### src/rtl/result_accumulator.sv
// Block accumulator: sums BLOCK_LEN unsigned samples and hands one summary downstream per block.
// Build with RESULT_ACC_MAX_TRACK_EN defined to also report the block maximum on out_max.
module result_accumulator #(
    parameter int DATA_W    = 16,
    parameter int BLOCK_LEN = 4,
    parameter int SUM_W     = 24
) (
    input  logic              clk,
    input  logic              rst_n,
    input  logic              start,
    input  logic              in_valid,
    input  logic [DATA_W-1:0] in_data,
    output logic              in_ready,
    output logic              out_valid,
    input  logic              out_ready,
    output logic [SUM_W-1:0]  out_sum,
    output logic [DATA_W-1:0] out_max,
    output logic              busy
);

    // Eight bits covers the full legal BLOCK_LEN range of 1..255.
    localparam int               CNT_W = 8;
    localparam logic [CNT_W-1:0] LAST  = CNT_W'(BLOCK_LEN);

    typedef enum logic [1:0] {
        IDLE,
        COLLECT,
        DONE
    } state_t;

    state_t            state;
    logic [SUM_W-1:0]  acc;
    logic [CNT_W-1:0]  cnt;
    logic [SUM_W-1:0]  acc_next;
    logic [CNT_W-1:0]  cnt_next;
    logic              accept;
    logic              last;

    function automatic logic [SUM_W-1:0] widen(input logic [DATA_W-1:0] d);
        return SUM_W'(d);
    endfunction

    assign accept   = in_valid && in_ready;
    assign acc_next = acc + widen(in_data);
    assign cnt_next = cnt + CNT_W'(1);
    assign last     = (cnt_next == LAST);

`ifdef RESULT_ACC_MAX_TRACK_EN
    logic [DATA_W-1:0] run_max;
    logic [DATA_W-1:0] max_next;
    logic [DATA_W-1:0] max_q;

    // Strict greater-than keeps the stored value on ties.
    function automatic logic [DATA_W-1:0] pick_max(input logic [DATA_W-1:0] cur,
                                                   input logic [DATA_W-1:0] cand);
        return (cand > cur) ? cand : cur;
    endfunction

    assign max_next = pick_max(run_max, in_data);
    assign out_max  = max_q;
`else
    assign out_max  = '0;
`endif

    always_ff @(posedge clk) begin
        if (!rst_n) begin
            state     <= IDLE;
            in_ready  <= 1'b0;
            out_valid <= 1'b0;
            busy      <= 1'b0;
            acc       <= '0;
            cnt       <= '0;
            out_sum   <= '0;
`ifdef RESULT_ACC_MAX_TRACK_EN
            run_max   <= '0;
            max_q     <= '0;
`endif
        end else begin
            case (state)
                IDLE: begin
                    if (start) begin
                        state    <= COLLECT;
                        in_ready <= 1'b1;
                        busy     <= 1'b1;
                        acc      <= '0;
                        cnt      <= '0;
`ifdef RESULT_ACC_MAX_TRACK_EN
                        run_max  <= '0;
`endif
                    end
                end
                COLLECT: begin
                    if (accept) begin
                        acc <= acc_next;
                        cnt <= cnt_next;
`ifdef RESULT_ACC_MAX_TRACK_EN
                        run_max <= max_next;
`endif
                        // Summary registers capture the totals including this final sample.
                        if (last) begin
                            state     <= DONE;
                            in_ready  <= 1'b0;
                            out_valid <= 1'b1;
                            out_sum   <= acc_next;
`ifdef RESULT_ACC_MAX_TRACK_EN
                            max_q     <= max_next;
`endif
                        end
                    end
                end
                DONE: begin
                    if (out_ready) begin
                        state     <= IDLE;
                        out_valid <= 1'b0;
                        busy      <= 1'b0;
                    end
                end
                default: begin
                    state     <= IDLE;
                    in_ready  <= 1'b0;
                    out_valid <= 1'b0;
                    busy      <= 1'b0;
                end
            endcase
        end
    end

endmodule

### config.mk
export PLATFORM = sky130hd
export DESIGN_NAME = result_accumulator
export DESIGN_NICKNAME = d
export VERILOG_FILES = /design/src/rtl/result_accumulator.sv
export SDC_FILE = /design/constraint.sdc
export NUM_CORES = 1
export LEC_CHECK = 0
export ABC_AREA = 1
export CAP_MARGIN = 40
export CORE_UTILIZATION = 47
export CTS_BUF_LIST = sky130_fd_sc_hd__clkbuf_8
export CTS_CLUSTER_SIZE = 12
export DETAILED_ROUTE_END_ITERATION = 7
export GPL_TIMING_DRIVEN = 1
export HOLD_SLACK_MARGIN = 0.15
export PLACE_DENSITY = 0.8
export SKIP_CTS_REPAIR_TIMING = 1
export SLEW_MARGIN = 25
export SYNTH_ARGS = -nofsm -noshare
export SYNTH_HDL_FRONTEND = slang
export SYNTH_SLANG_ARGS = --single-unit
### constraint.sdc
create_clock -name clk -period 2.1 [get_ports clk]
set_clock_uncertainty 0.2 [all_clocks]
set_input_delay 0.42 -clock clk [delete_from_list [all_inputs] [get_ports clk]]
set_output_delay 0.42 -clock clk [all_outputs]
set_load 0.05 [all_outputs]
==> qor.txt <==
Routed Antenna Nets = 0
Util after Layout = 69.65%
#FFs+latches synth = 61
Synth top area share = 31.25%
Die ar. = 0.008683 mm2
diode count = 0
Worst-Skew Late Latency = 350 ps
routed via count = 4,350
Vert. Die Dim = 93.18 um
share of cells above drive strength 1 = 27.09%
Critical Path Fanout Max = 4
Critical Path RT = 2140 ps
Final Hold Viols = 0
Commonest cells post-synth = nand2_1, inv_1, nor2_1
top cells by area, synth = dfxtp_1, nand2_1, a21oi_1, inv_1, nor2_1
Worst Path Arrival = 2110 ps
outcome = finished, final reports clean
Overflow after GRT = 0
EDFF count, synth = 0
post-synth cell types = 39
Ports = 64
crit path buf inv count = 1
maxcap violations = 0
CP startpoint kind = flip-flop
wire per inst = 14.63 um
CP Cell Sequence = ha_4 > nand2_1 > buf_4 > nand2_1 > nand2_1 > nand2_1 > nand2_1 > nand3_1 > nand2_1 > nand2_1 > nand2_1 > a21oi_1 > nor2_1
Leakage = 2.673 nW
Slew Viols, Final = 0
setup ws final = 33.63 ps
Hold Crit Class = flip-flop to flip-flop
M1 WL = 4783 um
Layout Nets = 750
deepest clock path buffer count = 2
synthesized cell area = 0.003907 mm2
crit end category = flip-flop
post-layout min period = 2066 ps
cell repeated most along the worst path = nand2_1
Period Utilization, post-route = 98.40%
DRC = 0
WL met3 = 719 um
detailed-placement wirelength estimate = 8294 um
metal2 WL = 5966 um
RSZ-0062 raised after global routing = yes
drt first pass iters = 5
Clk Tree Root Cell = clkbuf_8
Seq/Total Area, Yosys = 31.25%
Die X = 93.18 um
top_reg_cell synth = dfxtp_1
worst reg2reg path startpoint = acc[2]
Peak Freq = 483.9 MHz
Critical-path top delay cell = dfxtp_2
R2R depth = 13
initial antenna violation count = 0
Worst slew margin = 66.08%
Final GP Congestion = 0.9401
vias in the first global route = 4,011
IO Port Bufs = 47
H-tree depth = 3
syn_area_per_cell = 6.459 um2
worst slew pin tran = 507.9 ps
cells after synthesis = 605
Area growth, synth to finish = 40.60%
Fill cells = 647
Final Cell Area = 0.005494 mm2
crit-path max cell delay = 340 ps
kind of critical path = flip-flop to flip-flop
Hold EP = out_sum[4]
post-synth top area cell = dfxtp_1
yosys warns = 0
final setup vio count = 0
wirelength, routed = 11,970 um
drt via density = 5.318
Core Region = 0.007888 mm2
Post-Place Cell Area = 0.004806 mm2
worst hold path startpoint = out_sum[4]
GRT Overall Usage = 26.06%
peak supply drop = 0.0003660 V
Iter 0 DRT Violations = 293
Num Clock Sinks = 61
DR top layer = met4
CTS Buf Count = 9
Starting Density = 49.54%
pwr/cell area = 523.0 mW/mm2
pin count of the biggest net entering global routing = 39
hold path depth = 2
crit-path leading delay family = simple AND/OR/NAND/NOR gates
crit path launch = acc[2]
clk slew on worst S/H paths = 70 ps
# rows = 32
Post-synth ARST share = 0%
most frequent cell after synthesis = nand2_1
reg-to-reg endpoint = out_sum[17]
DP Worst Slack = -580.7 ps
CTS tree = done
R2R Setup Slk = 30 ps
first-pass GRT wire length = 17,720 um
-- worst reg2reg max path: cells and delay by family, from the launching register on --
kind                       cells  cell delay, ps
DFF                            1             340
adders and majority gates      1             280
AOI/OAI and AO/OA              1             150
buffers and inverters          1             160
and+or+nand+nor               10             830
-- how the worst max path moves through the flow --
stage	to	slack [ps]	cells past startpoint
after floorplan	acc[8]	30	9
after global placement	out_sum[14]	-540	10
after detailed placement	acc[15]	-580	12
after CTS	acc[15]	-250	12
after global routing	acc[15]	-50	11
final	out_sum[17]	30	13
-- report_power, final --
group	leakage, nW	switching [mW]	total [mW]	internal (mW)
registers	0.497	0.0175	1.19	1.18
logic	2.07	0.322	0.549	0.226
clock network	0.110	0.492	1.13	0.640
total	2.67	0.832	2.87	2.04
-- layer usage --
metal,GRT usage [%],vias up
met5,0,-
met4,14.49,0
met3,4.634,48
met2,45.40,180
met1,30.00,2012
li1,-,2110
-- per-stage QoR --
| stage | hold WS, ps | TNS [ps] | instances | power [mW] |
|---|---|---|---|---|
| floorplan | 247.2 | 0 | 620 | 1.518 |
| CTS | 247.0 | -4311 | 813 | 2.805 |
| global route | 264.4 | -205.5 | 818 | 2.970 |
| global placement | 232.8 | -17080 | 797 | 1.680 |
| detailed placement | 235.2 | -18930 | 797 | 1.691 |
| finish | 245.3 | 0 | 818 | 2.874 |
-- placed cells by master (no fill, tap or decap), types with 2 or more instances in the layout --
cell / netlist / layout
o21ai_1: 20 / 20
nand2b_1: 2 / 2
conb_1: 1 / 16
o22ai_1: 2 / 2
nand3b_1: 5 / 5
nor2_1: 62 / 50
nor2_4: 1 / 3
nand3_1: 34 / 28
xnor2_1: 5 / 3
nand3_2: 2 / 7
a21oi_1: 56 / 45
a21oi_2: 0 / 11
nand2_2: 2 / 15
dlymetal6s2s_1: 0 / 21
nand2_1: 179 / 166
buf_4: 16 / 83
clkdlybuf4s50_1: 0 / 4
or2_1: 2 / 2
dfxtp_1: 61 / 53
xnor2_2: 0 / 2
inv_2: 4 / 4
inv_1: 70 / 71
buf_12: 0 / 4
ha_4: 0 / 16
nand4_1: 10 / 10
xor2_1: 7 / 6
nor3_1: 5 / 4
nor2_2: 2 / 12
or2_2: 4 / 3
clkbuf_8: 0 / 12
o21ai_0: 10 / 10
dfxtp_2: 0 / 7
-- kinds of logic after synthesis --
logic type	after synthesis	share of synthesized area (%)
AO/OA/AOI/OAI	94	12.71
XOR/XNOR	12	2.690
adder cells (fa/ha/maj)	18	5.956
buffers and inverters	107	12.81
flip-flops	61	31.25
other	1	0.09597
AND/OR/NAND/NOR	312	34.49
-- flip-flops by register name, summed over array words and instances, names as in the netlist --
register,count
busy,1
out_valid,1
out_sum,24
in_ready,1
cnt,8
acc,24
state,2
-- cell type report --
class                   instances  area (um2)  area share (%)
well taps                     102       127.6           2.323
inverters                      75       286.5           5.215
clock inverters                 4       46.29          0.8426
clock buffers                  12       165.2           3.006
multi-input cells             452        2629           47.85
repair buffers                112        1006           18.31
flip-flops and latches         61        1234           22.45
Power figures use the tool's default switching activity.
